$ cat src/rtl/frame_stream_gen.sv
// Replays a stored frame from synchronous pixel memory as a vsync/href/clken pixel stream.
// Latency: post_* outputs and frame_done trail the internal timing/rd_en by 2 cycles.
// Backpressure: none; start is ignored unless idle, continuous chains frames back to back.
module frame_stream_gen #(
    parameter int IMG_W       = 32,
    parameter int IMG_H       = 32,
    parameter int H_BLANK     = 8,
    parameter int VSYNC_LINES = 2,
    parameter int V_BACK      = 2,
    parameter int V_FRONT     = 2,
    parameter int ADDR_W      = 10
) (
    input  logic              clk,
    input  logic              rst_n,
    input  logic              start,
    input  logic              continuous,
    output logic              rd_en,
    output logic [ADDR_W-1:0] rd_addr,
    input  logic [23:0]       rd_data,
    output logic              post_frame_vsync,
    output logic              post_frame_href,
    output logic              post_frame_clken,
    output logic [23:0]       post_img_Bit,
    output logic              busy,
    output logic              frame_done
);
    localparam logic [15:0] LINE_LAST = 16'(IMG_W + H_BLANK - 1);
    localparam logic [15:0] ACT_W     = 16'(IMG_W);

    typedef enum logic [2:0] {IDLE, VSYNC, VBACK, ACTIVE, VFRONT} state_t;

    state_t      state;
    logic [15:0] h_cnt;
    logic [15:0] v_cnt;
    logic [15:0] h_nxt;
    logic [15:0] state_lines;
    logic        line_end;
    logic        state_end;
    logic        frame_end;
    logic        frame_start;
    logic        int_vsync;
    logic        vsync_d1;
    logic        href_d1;
    logic        done_d1;

    assign line_end    = (h_cnt == LINE_LAST);
    assign h_nxt       = line_end ? 16'd0 : h_cnt + 16'd1;
    assign state_end   = line_end && (v_cnt == state_lines - 16'd1);
    assign frame_end   = state_end && ((state == VFRONT) || ((state == ACTIVE) && (V_FRONT == 0)));
    assign frame_start = ((state == IDLE) && start) || (frame_end && continuous);

    always_comb begin
        state_lines = 16'd1;
        case (state)
            VSYNC:   state_lines = 16'(VSYNC_LINES);
            VBACK:   state_lines = 16'(V_BACK);
            ACTIVE:  state_lines = 16'(IMG_H);
            VFRONT:  state_lines = 16'(V_FRONT);
            default: state_lines = 16'd1;
        endcase
    end

    // int_vsync and rd_en are loaded with the decode of the position being entered,
    // so they always describe the current h_cnt/v_cnt position.
    always_ff @(posedge clk or negedge rst_n) begin
        if (!rst_n) begin
            state     <= IDLE;
            h_cnt     <= '0;
            v_cnt     <= '0;
            int_vsync <= 1'b0;
            rd_en     <= 1'b0;
        end else if (state == IDLE) begin
            h_cnt     <= '0;
            v_cnt     <= '0;
            int_vsync <= start;
            rd_en     <= 1'b0;
            if (start) state <= VSYNC;
        end else begin
            h_cnt <= h_nxt;
            if (!state_end) begin
                if (line_end) v_cnt <= v_cnt + 16'd1;
                int_vsync <= (state == VSYNC);
                rd_en     <= (state == ACTIVE) && (h_nxt < ACT_W);
            end else begin
                v_cnt     <= '0;
                int_vsync <= 1'b0;
                rd_en     <= 1'b0;
                case (state)
                    VSYNC: begin
                        state <= (V_BACK > 0) ? VBACK : ACTIVE;
                        rd_en <= (V_BACK == 0);
                    end
                    VBACK: begin
                        state <= ACTIVE;
                        rd_en <= 1'b1;
                    end
                    default: begin
                        if ((state == ACTIVE) && (V_FRONT > 0)) begin
                            state <= VFRONT;
                        end else if (continuous) begin
                            state     <= VSYNC;
                            int_vsync <= 1'b1;
                        end else begin
                            state <= IDLE;
                        end
                    end
                endcase
            end
        end
    end

    always_ff @(posedge clk or negedge rst_n) begin
        if (!rst_n) begin
            rd_addr <= '0;
        end else if (frame_start) begin
            rd_addr <= '0;
        end else if (rd_en) begin
            rd_addr <= rd_addr + ADDR_W'(1);
        end
    end

    // Two-stage alignment: stage 1 waits for memory data, stage 2 drives the stream.
    always_ff @(posedge clk or negedge rst_n) begin
        if (!rst_n) begin
            vsync_d1         <= 1'b0;
            href_d1          <= 1'b0;
            done_d1          <= 1'b0;
            post_frame_vsync <= 1'b0;
            post_frame_href  <= 1'b0;
            post_frame_clken <= 1'b0;
            post_img_Bit     <= 24'd0;
            frame_done       <= 1'b0;
            busy             <= 1'b0;
        end else begin
            vsync_d1         <= int_vsync;
            href_d1          <= rd_en;
            done_d1          <= frame_end;
            post_frame_vsync <= vsync_d1;
            post_frame_href  <= href_d1;
            post_frame_clken <= href_d1;
            post_img_Bit     <= href_d1 ? rd_data : 24'd0;
            frame_done       <= done_d1;
            busy             <= (state != IDLE) || start || done_d1;
        end
    end
endmodule

$ cat config.mk
export PLATFORM = sky130hd
export DESIGN_NAME = frame_stream_gen
export DESIGN_NICKNAME = d
export VERILOG_FILES = /design/src/rtl/frame_stream_gen.sv
export SDC_FILE = /design/constraint.sdc
export NUM_CORES = 1
export LEC_CHECK = 0
export CAP_MARGIN = 25
export CORE_ASPECT_RATIO = 0.6
export CORE_MARGIN = 8
export CORE_UTILIZATION = 62
export CTS_CLUSTER_SIZE = 24
export DETAILED_ROUTE_END_ITERATION = 6
export DONT_BUFFER_PORTS = 1
export GPL_ROUTABILITY_DRIVEN = 0
export PLACE_DENSITY = 0.8
export SLEW_MARGIN = 20
export SYNTH_ARGS = -nofsm -noshare
export SYNTH_HDL_FRONTEND = slang
export SYNTH_SLANG_ARGS = --single-unit
$ cat constraint.sdc
create_clock -name clk -period 6.3 [get_ports clk]
set_input_delay 1.26 -clock clk [delete_from_list [all_inputs] [get_ports clk]]
set_output_delay 1.26 -clock clk [all_outputs]
set_load 0.005 [all_outputs]
==> flow_summary.json <==
{
  "status": "complete, no violations",
  "vias": 2732,
  "ctsResizeCount": 0,
  "seq_power_share": 0.551,
  "dp_slack_ns": 3.50,
  "clock_latency_ns": 0.35,
  "fin_crit_sh": 0.444,
  "crit_type": "reg2reg",
  "path_cells": "or4_4, a2111oi_4, o211ai_4, o32ai_2, a21oi_1",
  "wl_per_cell_um": 18.7,
  "netlist_instances": 366,
  "critPathBufInv": 0,
  "grt_pass1_vias": 2569,
  "combPwrFrac": 0.078,
  "clk_path_buf_depth": 2,
  "place_area_um2": 3740,
  "portBuffers": 0,
  "relSlewSlack": 0.515,
  "hpwl_um": 5820,
  "syn-cell-area_um2": 3710,
  "maxCapViolations": 0,
  "grt_overflow": 0,
  "layout_setup_ws_ns": 3.50,
  "syn-num-nets": 397,
  "synth.distinct_cells": 42,
  "fp.dieW_um": 116,
  "slew_violations": 0,
  "p_per_area_nw_per_um2": 257,
  "antenna_cells": 0,
  "cts_tree": "built",
  "routed_via_density": 6.17,
  "finalInstanceArea_um2": 3940,
  "required_ns": 6.50,
  "nets": 389,
  "synth_warnings": 0,
  "syn2layout_area_growth_pct": 6.07,
  "cp_top_family": "compound AO/OA/AOI/OAI gates",
  "dp_cells": 427,
  "drtAntennaViolNets": 0,
  "yosys.area.top_type": "dfrtp_1",
  "p_int_uw": 745,
  "avgSynthCellArea_um2": 10.1,
  "antenna_found_initial": 1,
  "async_flop_share": 1.00,
  "rsz0062_at_grt": "no",
  "tns_ns": 0,
  "h-tree-depth": 3,
  "fmax_ghz": 0.357,
  "grt_max_degree": 79,
  "cts_hold_buf": 0,
  "path_max_fanout": 28,
  "setup_viol": 0,
  "worst_slew_pin_slew_ns": 0.724,
  "cp_slowest_stage_delay_ns": 0.72,
  "clkPwrFrac": 0.371,
  "cp_slowest_cell": "o32ai_2",
  "grt_first_pass_wirelength_um": 13500,
  "core_um2": 5680,
  "fin_crit_ns": 2.80,
  "ios": 68,
  "skew_ns": 0.00975,
  "synth_common_cells": "dfrtp_1, nand3_1, nand2_1",
  "finalHoldViolations": 0,
  "synth_top_area_frac": 0.526,
  "dieArea_um2": 8800,
  "p_leak_nw": 1.75,
  "clock_sinks": 78,
  "hp-class": "reg2reg",
  "cts-buffers-inserted": 9,
  "arrival_ns": 3.00,
  "final_layout_size_suffix_gt1_frac": 0.0716,
  "first_iter_violations": 280,
  "yosysMostFrequentCell": "dfrtp_1",
  "cp-start-kind": "flip-flop",
  "dr.pass1.iters": 7,
  "root_buffer": "clkbuf_8",
  "swShare": 0.264,
  "die_h_um": 75.9,
  "synth_area_leaders": "dfrtp_1, and2_1, nand3_1",
  "cts_setup_buffers": 0,
  "routed_wl_um": 8280,
  "synth_ff_type": "dfrtp_1",
  "cp-end-kind": "flip-flop",
  "ir_drop_uv": 161,
  "drc_errors": 0,
  "p_switching_uw": 267,
  "synth_edf_count": 0,
  "row_count": 21,
  "ys_seq_area_frac": 0.526,
  "hold_ws_ns": 0.349,
  "track_usage": 0.196,
  "final_cells": 443,
  "ys_ff_latch": 78,
  "clkTransAtPathRegs_ns": 0.08,
  "initial_core_util": 0.654
}
placed cells by master (no fill, tap or decap), types with 2 or more instances in the layout:
master / netlist / final
dfrtp_1: 78 / 78
nand3_1: 30 / 30
nand2_1: 28 / 28
nor2_1: 26 / 26
and2_1: 25 / 25
xor2_1: 17 / 17
a21oi_1: 15 / 15
xnor2_1: 14 / 14
and3_1: 14 / 14
nor3_1: 12 / 12
nand4_1: 11 / 11
a31oi_1: 10 / 10
mux2i_1: 9 / 9
clkbuf_8: 0 / 9
inv_1: 6 / 6
o21ai_0: 6 / 6
nor4_1: 5 / 5
or4_1: 4 / 4
or2_2: 4 / 4
or3_1: 3 / 3
ha_1: 3 / 3
nor4bb_1: 2 / 2
nor4b_1: 2 / 2
nand3b_1: 2 / 2
o2111ai_1: 2 / 2
o32ai_1: 2 / 2
o22ai_1: 2 / 2
inv_6: 0 / 2
per-layer routing:
layer,vias up,wire [um],track usage
li1,1273,-,-
met1,1317,3840,0.279
met2,127,3330,0.240
met3,13,988,0.110
met4,2,109,0.0592
met5,-,13,0
registers in the layout, summed over array words and instances, names as in the netlist:
name	flops
post_img_Bit	24
h_cnt	16
v_cnt	16
rd_addr	10
state	3
busy	1
done_d1	1
frame_done	1
href_d1	1
int_vsync	1
post_frame_clken	1
post_frame_vsync	1
rd_en	1
vsync_d1	1
cells by family after synthesis:
| group | synth area share |
|---|---|
| mux | 0.0273 |
| flops | 0.526 |
| buf+inv | 0.0273 |
| fa+ha+maj | 0.0101 |
| simple gates | 0.250 |
| compound gates | 0.0863 |
| xor+xnor | 0.0732 |
worst register-to-register path, stage by stage, from the launching register on:
cell       delay, ns
dfrtp_1         0.46
or4_4           0.57
a2111oi_4       0.40
o211ai_4        0.33
o32ai_2         0.72
a21oi_1         0.16
through the flow:
| stage | utilization | total power, mW |
|---|---|---|
| after CTS | 0.694 | 1.02 |
| after global routing | 0.694 | 1.05 |
| after detailed placement | 0.659 | 0.645 |
| after floorplan | - | 0.623 |
| after global placement | 0.659 | 0.640 |
| final | 0.694 | 1.01 |
worst paths after layout:
kind / start / endpoint / slack (ns) / cells after the start
setup / recovery: v_cnt[5] / rd_addr[2] / 3.50 / 5
hold / removal: vsync_d1 / post_frame_vsync / 0.35 / 0
setup reg to reg: v_cnt[5] / rd_addr[2] / 3.50 / 5
hold reg to reg: vsync_d1 / post_frame_vsync / 0.35 / 0
max in group asynchronous: rst_n / v_cnt[11] / 5.58 / 0
min in group asynchronous: rst_n / rd_addr[5] / 0.59 / 0
cell type report:
cell class                 count  area, um2
inverter                       6       22.5
clock buffer                  10        128
sequential                    78       1950
clock inverter                 6       68.8
multi-input combinational    262       1660
timing repair buffer           1       7.51
fill                         432       1740
tap                           80        100
power groups by stage:
stage	Clock [mW]	Sequential, mW	Combinational (mW)
finish	0.375	0.557	0.0789
global route	0.403	0.562	0.0890
CTS	0.381	0.557	0.0787
detailed placement	0	0.567	0.0785
global placement	0	0.566	0.0743
floorplan	0	0.556	0.0673
No activity file was read; power rests on OpenSTA's default activity.
